File: src/rtl/commutation_pkg.sv
// Shared constants and helpers for the commutation datapath and its
// test-signal generators.
package commutation_pkg;

  // 50 MHz / 120 Hz: one sign toggle per half period of a 60 Hz waveform.
  localparam int DEFAULT_HALF_PERIOD = 416667;

  // Offset of phase k of n within a period of p cycles.
  // Reverse order mirrors the forward offset about position 0.
  function automatic int phase_offset(input int k, input int n, input int p, input bit rev);
    int off;
    off = (k * p) / n;
    if (rev)
      return (p - off) % p;
    return off;
  endfunction

endpackage

File: src/rtl/phase_sign_cell.sv
// One phase of the sign generator: position counter plus registered
// sign, zero-crossing and edge flags derived from the next position.
module phase_sign_cell #(
  parameter int HALF_PERIOD = 6,
  parameter int ZC_WINDOW   = 0,
  parameter int CNT_W       = 4,
  parameter int LOAD_FWD    = 0,
  parameter int LOAD_REV    = 0,
  parameter bit EXPORT_WRAP = 1'b0
) (
  input  logic clk,
  input  logic rst,
  input  logic en,
  input  logic sync,
  input  logic rev,
  output logic sign,
  output logic edge_stb,
  output logic zc,
  output logic wrap
);

  localparam int P  = 2 * HALF_PERIOD;
  // A zero window still needs legal compare bounds; the result is masked.
  localparam int ZW = (ZC_WINDOW > 0) ? ZC_WINDOW : 1;
  localparam bit ZC_EN = (ZC_WINDOW > 0);

  localparam logic [CNT_W-1:0] P_MAX     = CNT_W'(P - 1);
  localparam logic [CNT_W-1:0] HALF_C    = CNT_W'(HALF_PERIOD);
  localparam logic [CNT_W-1:0] FWD_C     = CNT_W'(LOAD_FWD);
  localparam logic [CNT_W-1:0] REV_C     = CNT_W'(LOAD_REV);
  localparam logic [CNT_W-1:0] ZC_LO_END = CNT_W'(ZW);
  localparam logic [CNT_W-1:0] ZC_MID_LO = CNT_W'(HALF_PERIOD - ZW);
  localparam logic [CNT_W-1:0] ZC_MID_HI = CNT_W'(HALF_PERIOD + ZW);
  localparam logic [CNT_W-1:0] ZC_HI     = CNT_W'(P - ZW);

  function automatic logic in_zc(input logic [CNT_W-1:0] v);
    return ZC_EN && ((v < ZC_LO_END) ||
                     ((v >= ZC_MID_LO) && (v < ZC_MID_HI)) ||
                     (v >= ZC_HI));
  endfunction

  logic [CNT_W-1:0] pos;
  logic [CNT_W-1:0] pos_nxt;
  logic             step;
  logic             sign_nxt;

  always_comb begin
    pos_nxt = pos;
    step    = 1'b0;
    if (sync) begin
      pos_nxt = rev ? REV_C : FWD_C;
    end else if (en) begin
      step    = 1'b1;
      pos_nxt = (pos == P_MAX) ? '0 : pos + 1'b1;
    end
    sign_nxt = (pos_nxt >= HALF_C);
  end

  always_ff @(posedge clk or posedge rst) begin
    if (rst) begin
      pos      <= FWD_C;
      sign     <= (FWD_C >= HALF_C);
      zc       <= in_zc(FWD_C);
      edge_stb <= 1'b0;
      wrap     <= 1'b0;
    end else begin
      pos      <= pos_nxt;
      sign     <= sign_nxt;
      zc       <= in_zc(pos_nxt);
      edge_stb <= step && (sign_nxt != sign);
      wrap     <= EXPORT_WRAP && step && (pos == P_MAX);
    end
  end

endmodule

File: src/rtl/phase_sign_gen.sv
// N-phase square-wave sign generator with evenly spaced phases, used to
// stand in for measured current signs during bench and HIL testing.
module phase_sign_gen
  import commutation_pkg::*;
#(
  parameter int NPHASE      = 3,
  parameter int HALF_PERIOD = DEFAULT_HALF_PERIOD,
  parameter int ZC_WINDOW   = 0
) (
  input  logic              clk,
  input  logic              rst,
  input  logic              en,
  input  logic              sync,
  input  logic              rev,
  output logic [NPHASE-1:0] sign,
  output logic [NPHASE-1:0] edge_stb,
  output logic [NPHASE-1:0] zc,
  output logic              wrap_stb
);

  localparam int P     = 2 * HALF_PERIOD;
  localparam int CNT_W = $clog2(P);

  // Only phase 0 drives its wrap flag; the rest tie theirs low.
  logic [NPHASE-1:0] wrap_all;

  for (genvar k = 0; k < NPHASE; k++) begin : g_phase
    phase_sign_cell #(
      .HALF_PERIOD (HALF_PERIOD),
      .ZC_WINDOW   (ZC_WINDOW),
      .CNT_W       (CNT_W),
      .LOAD_FWD    (phase_offset(k, NPHASE, P, 1'b0)),
      .LOAD_REV    (phase_offset(k, NPHASE, P, 1'b1)),
      .EXPORT_WRAP (k == 0)
    ) u_cell (
      .clk      (clk),
      .rst      (rst),
      .en       (en),
      .sync     (sync),
      .rev      (rev),
      .sign     (sign[k]),
      .edge_stb (edge_stb[k]),
      .zc       (zc[k]),
      .wrap     (wrap_all[k])
    );
  end

  assign wrap_stb = |wrap_all;

endmodule

File: config.mk
export PLATFORM = sky130hd
export DESIGN_NAME = phase_sign_gen
export DESIGN_NICKNAME = d
export VERILOG_FILES = /design/src/rtl/commutation_pkg.sv /design/src/rtl/phase_sign_cell.sv /design/src/rtl/phase_sign_gen.sv
export SDC_FILE = /design/constraint.sdc
export NUM_CORES = 1
export LEC_CHECK = 0
export ABC_AREA = 1
export CAP_MARGIN = 40
export CORE_UTILIZATION = 65
export CTS_CLUSTER_DIAMETER = 80
export DETAILED_ROUTE_END_ITERATION = 8
export DONT_BUFFER_PORTS = 1
export PLACE_DENSITY = 0.91
export REMOVE_ABC_BUFFERS = 1
export SYNTH_ARGS = -nofsm -noshare
export SYNTH_HDL_FRONTEND = slang
export SYNTH_SLANG_ARGS = --single-unit
File: constraint.sdc
create_clock -name clk -period 2.5 [get_ports clk]
set_input_delay 0.25 -clock clk [delete_from_list [all_inputs] [get_ports clk]]
set_output_delay 0.25 -clock clk [all_outputs]
set_load 0.01 [all_outputs]
# == After elaboration in Yosys (flattened, before gate mapping) ==
# Cells that the tools add are included.
# word_totals
regBits,67
in_bits,5
output_inout_bits,10
elab_cells,39
# classes
addsub,3
order_cmp,3
n_eq_ne,6
n_mux,13
n_reduce_logical,4
# ops
cell,n
20-bit 2-to-1 mux,11
20-bit by 1-bit adder with 20-bit output (second input constant),3
20-bit equality test (second input constant),3
20-bit by 19-bit greater-or-equal comparator with 1-bit output (second input constant),3
1-bit logical AND,4
1-bit inequality test,3
1-bit 2-to-1 mux,2

# == Logic depth before layout (Yosys ltp) ==
# depth
ltp_word,7
ltp_mapped,19
mapped_depth_nobuf,18

# == Cells and area by module ==
# Synthesis repeated with hierarchy kept, for this count alone.
# unflattened
hier_cells,717
hier_area_um2,4914.7
# modules_own_cells
module,instances,cells_each,area_per_inst_um2,seq_area_each_um2
phase_sign_cell (g_phase[1].u_cell),1,246,1651.6,560.5
phase_sign_cell (g_phase[0].u_cell),1,233,1645.3,575.6
phase_sign_cell (g_phase[2].u_cell),1,235,1606.5,561.8
phase_sign_gen,1,3,11.3,0.0

# == Least setup slack after synthesis ==
# No wires, ideal clock.
# synth_timing
path_type,register -> register
start,register g_phase[1].u_cell.pos[1]
end,register g_phase[1].u_cell.edge_stb
setup_ns,0.117
t_arrival_ns,1.873
t_required_ns,2.383
slack_ns,0.510
stages_incl_launch_ff,17
path_buffers,0
synth_period_minus_slack_ns,1.990
path_cell_list,dfstp_2 inv_1 ha_1 nand2_1 nor2_1 nand3_1 nor2_1 nor2_2 nand3_1 nand2_1 nand3_1 nor2_2 nand2_1 nand3_2 nand2_1 nand2_1 nor2_1
# synth_between
elab_chain_cells,7
elab_cells_between_ends,8
cone_classes,1 x add/sub; 1 x order compare; 2 x eq/ne; 3 x mux; 1 x reduce/logical
# synth_rtl
element,line,rtl
from (decl),phase_sign_cell.sv:42,logic [CNT_W-1:0] pos;
from (signal assigned),phase_sign_cell.sv:67,pos <= pos_nxt;
20-bit by 1-bit adder with 20-bit output / 20-bit equality test (equally long branches),phase_sign_cell.sv:54,pos_nxt = (pos == P_MAX) ? '0 : pos + 1'b1;
20-bit 2-to-1 mux *,phase_sign_cell.sv:54,
20-bit 2-to-1 mux *,phase_sign_cell.sv:52,end else if (en) begin
20-bit 2-to-1 mux *,phase_sign_cell.sv:50,if (sync) begin
named net g_phase[1].u_cell.pos_nxt[18],phase_sign_cell.sv:43,logic [CNT_W-1:0] pos_nxt;
20-bit by 19-bit greater-or-equal comparator with 1-bit output *,phase_sign_cell.sv:56,sign_nxt = (pos_nxt >= HALF_C);
named net g_phase[1].u_cell.sign_nxt,phase_sign_cell.sv:45,logic sign_nxt;
1-bit inequality test *,phase_sign_cell.sv:70,edge_stb <= step && (sign_nxt != sign);
1-bit logical AND *,phase_sign_cell.sv:70,
to (signal assigned),phase_sign_cell.sv:70,
to (decl),phase_sign_cell.sv:17,"output logic edge_stb,"
# Mark *: on every way through the listed nets, which the timed path passes. The rest lies on a longest branch.

# == Worst setup path in the final report ==
# Same ends and word-level chain as after synthesis.

==> results.md <==
* Grt total ovfl at 0
* GP Congestion at approximately 1.0
* Number of global-route vias before repair at ~4700
* N_diodes at 0
* Synth Register Bits at 67
* Wire per inst at between 10 and 15 um
* CP Launch Type: flop
* Worst Path Buf+Inv at 2
* XOR/XNOR Fraction of Synth Area at under 10%
* Seq/Total Area, Yosys at 34.22%
* Core footprint at about 7300 um2
* Tot GR Track Use at 34.49%
* Largest net degree at the start of global routing at 36
* CP arrival at 2610 ps
* Final Net Count at just under 800
* Fmax achieved at approximately 420 MHz
* PD cells at 457.5 nW/um2
* Nature of the critical path endpoint: flop
* Worst hold path endpoint: g_phase[1].u_cell.pos[6]
* Highest routed layer: met4
* Worst Path Max Fanout at 4
* Endpoints failing setup at 0
* Residual DRC at 0
* Ports at 15
* R2R cell count at 18
* Post-synth EDFFs at 0
* Num rows at 31
* Main synth FF type: dfrtp_1
* Normalized max-slew margin at between 50 and 60%
* Fillers at around 590
* Clock Path Buffers at 2
* Final Hold Fails at 0
* Adder-cell area share of the yosys netlist at under 10%
* CP Cell Sequence: ha_4 -> nand2_1 -> nor2_4 -> nand2_1 -> nand2_1 -> nand2_1 -> inv_1 -> nand3_1 -> nand2_1 -> inv_1 -> nor2_1 -> nand3_1 -> nand2_1 -> nand2_1 -> nand3_2 -> nand2_1 -> nand2_1 -> nor2_1
* NetSw at between 700 and 800 uW
* Initial Utilization at between 60% and 70%
* Initial antenna violation count at 0
* Port-buffer cells at 0
* Ys Warns at 0
* Syn Inst Count at 761
* Pleak at ~0.0027 uW
* # H-tree levels at 3
* Status: complete, no violations
* First-pass GRT wire length at around 21 mm
* Die width at 89.37 um
* R2r setup slk at between 100 and 150 ps
* Sequential fraction of design power at between 40 and 50%
* Area growth, synth to finish at 6.179%
* Switch share at 30.06%
* Power Total at 2410 uW
* CP Data Required Time at between 2000 and 3000 ps
* CTS root buffer: clkbuf_8
* Peak VDD IR at between 300 and 400 uV
* Drt pass-1 iters at 6
* Hpwl dp at about 9.3 mm
* Share of cells above drive strength 1 at 13.84%
* Met3 wire len at 1.007 mm
* DRT met1 WL at roughly 5.2 mm
* Max Cap Violations at 0
* Power Internal at approximately 1700 uW
* Worst slew pin tran at around 740 ps
* Storage cell area at between 1500 and 2000 um2
* Routed vias at between 4000 and 5000
* Clk_lat worst skew at 360 ps
* Post-synthesis compound-gate area fraction at 3.808%
* Top delay family on crit path: simple AND/OR/NAND/NOR gates
* Hold path startpoint: sync
* Logic gate share of total power at about 13%
* Largest family of logic cells by synthesized area: simple AND/OR/NAND/NOR gates
* Library cells used by synthesis at 34
* Worst-path clk slew at 90 ps
* Clk sink count at 67
* Die Ht at roughly 89 um
* Crit Path Category: flop to flop
* Final period utilization at around 95%
* Worst Hold Class: primary input to flop
* Asr flop ratio synth at 100.0%
* Max Slew Vio Count at 0
* Synth Area in Simple Gates at between 40% and 50%
* Worst hold stages at 1
* Post-synthesis cell area at roughly 5000 um2
* R2R Path End: g_phase[1].u_cell.edge_stb
* Worst r2r src: g_phase[1].u_cell.pos[1]
* Crit-path slowest cell: dfstp_2
* Hold slack at about 14 ps
* Mux cell area share after synthesis at 0%
* Min Tclk post-route at roughly 2400 ps
* Most frequent CP cell: nand2_1
* Crit path largest cell delay at 580 ps
* CTS buffer count at 9
* Post-Syn Area per Cell at about 6.5 um2
* Worst clock skew at roughly 13 ps
* Multi-input combinational cell area at about 2700 um2
* Detail Route Antenna Nets at 0
* Starting DRT DRC Count at 380
* Overall die area at roughly 8000 um2
* CTS tree: done
* Power share of the clock group at between 30% and 40%
* DR WL met2 at 6.102 mm
* Post-DR vias/cell at 5.669
* Final wirelength at around 13 mm
## power by group through the flow
stage	logic (uW)	registers, uW	clock network [uW]
6_report	302	1200	910
3_3_place_gp	271	1210	0
2_1_floorplan	211	1200	0
5_1_grt	342	1200	953
4_1_cts	287	1190	905
3_5_place_dp	281	1210	0
## logic make-up (layout without fill, tap and decap cells)
group,Yosys count,after routing
other,1,3
buffers and inverters,148,151
xor gates and xnor gates,11,11
AOI/OAI and AO/OA,32,32
DFF,67,67
adders and majority gates,6,6
and+or+nand+nor,496,496
## cell usage in the layout, fill, tap and decap left out, types with 3 or more instances in the layout
cell | Yosys | final
nand2_1 | 224 | 221
inv_1 | 117 | 116
nor2_1 | 106 | 103
nand3_1 | 80 | 79
dfrtp_1 | 50 | 49
nand4_1 | 24 | 24
dfstp_2 | 17 | 17
nor2_2 | 13 | 13
nor2_4 | 10 | 13
nor3_1 | 12 | 12
nand2_2 | 8 | 11
o21ai_0 | 10 | 9
o21ai_1 | 9 | 9
inv_2 | 8 | 9
clkbuf_8 | 0 | 9
xor2_1 | 8 | 8
nand3_2 | 7 | 7
nand3b_1 | 6 | 6
a21oi_2 | 5 | 5
ha_1 | 6 | 5
buf_4 | 10 | 5
a21oi_1 | 4 | 4
xnor2_1 | 3 | 3
conb_1 | 1 | 3
clkinv_2 | 0 | 3
## synthesized netlist by cell type (10+ instances only)
library cell | number | area (um2)
dfrtp_1 | 50 | 1251
inv_1 | 117 | 439.2
nor2_1 | 106 | 397.9
nor2_4 | 10 | 112.6
nor2_2 | 13 | 81.33
buf_4 | 10 | 75.07
dfstp_2 | 17 | 446.7
nand3_1 | 80 | 400.4
nor3_1 | 12 | 60.06
nand2_1 | 224 | 840.8
nand4_1 | 24 | 150.1
o21ai_0 | 10 | 50.05
## layout make-up
| class | instances | share of cell area [%] |
|---|---|---|
| inverter | 127 | 9.050 |
| sequential | 67 | 32.26 |
| clock inverter | 7 | 1.306 |
| timing repair buffer | 8 | 1.473 |
| multi-input combinational | 548 | 51.21 |
| tap | 99 | 2.352 |
| clock buffer | 9 | 2.352 |
## stage by stage
stage	instances	setup WS (ps)	util, %	cell area, um2	setup TNS (ps)
finish	865	133.7	71.86	5268	0
global route	865	-23.83	71.86	5268	-23.83
CTS	862	38.41	70.73	5185	0
detailed placement	844	80.95	67.83	4972	0
global placement	844	113.6	67.83	4972	0
floorplan	742	481.9	-	4813	0
## flip-flops by register name (all words and copies together) (netlist names)
register and cells:
g_phase.u_cell.edge_stb 3, g_phase.u_cell.wrap 1, g_phase.u_cell.pos 60, g_phase.u_cell.sign 3
## per-layer routing
| layer | track usage [%] | up-vias |
|---|---|---|
| li1 | - | 2356 |
| met1 | 42.21 | 2263 |
| met2 | 58.50 | 237 |
| met3 | 6.556 | 48 |
| met4 | 17.03 | 0 |
| met5 | 0 | - |
## how the worst max path moves through the flow
stage                             start                    endpoint  slack [ps]  cells after the start
6_report       g_phase[1].u_cell.pos[1]  g_phase[1].u_cell.edge_stb         130                     18
5_1_grt        g_phase[1].u_cell.pos[8]  g_phase[1].u_cell.edge_stb         -20                     14
4_1_cts        g_phase[2].u_cell.pos[0]  g_phase[2].u_cell.edge_stb          40                     15
3_5_place_dp   g_phase[2].u_cell.pos[0]  g_phase[2].u_cell.edge_stb          80                     15
3_3_place_gp   g_phase[1].u_cell.pos[1]  g_phase[1].u_cell.edge_stb         110                     16
2_1_floorplan  g_phase[2].u_cell.pos[0]  g_phase[2].u_cell.edge_stb         480                     15
## what timing repair did
action	in CTS	in global routing
resized for setup	0	16
hold buffers	2	0
setup endpoints to repair	0	2
endpoints found under the hold margin	29	0
setup buffers	0	3
Power figures use the tool's default switching activity.
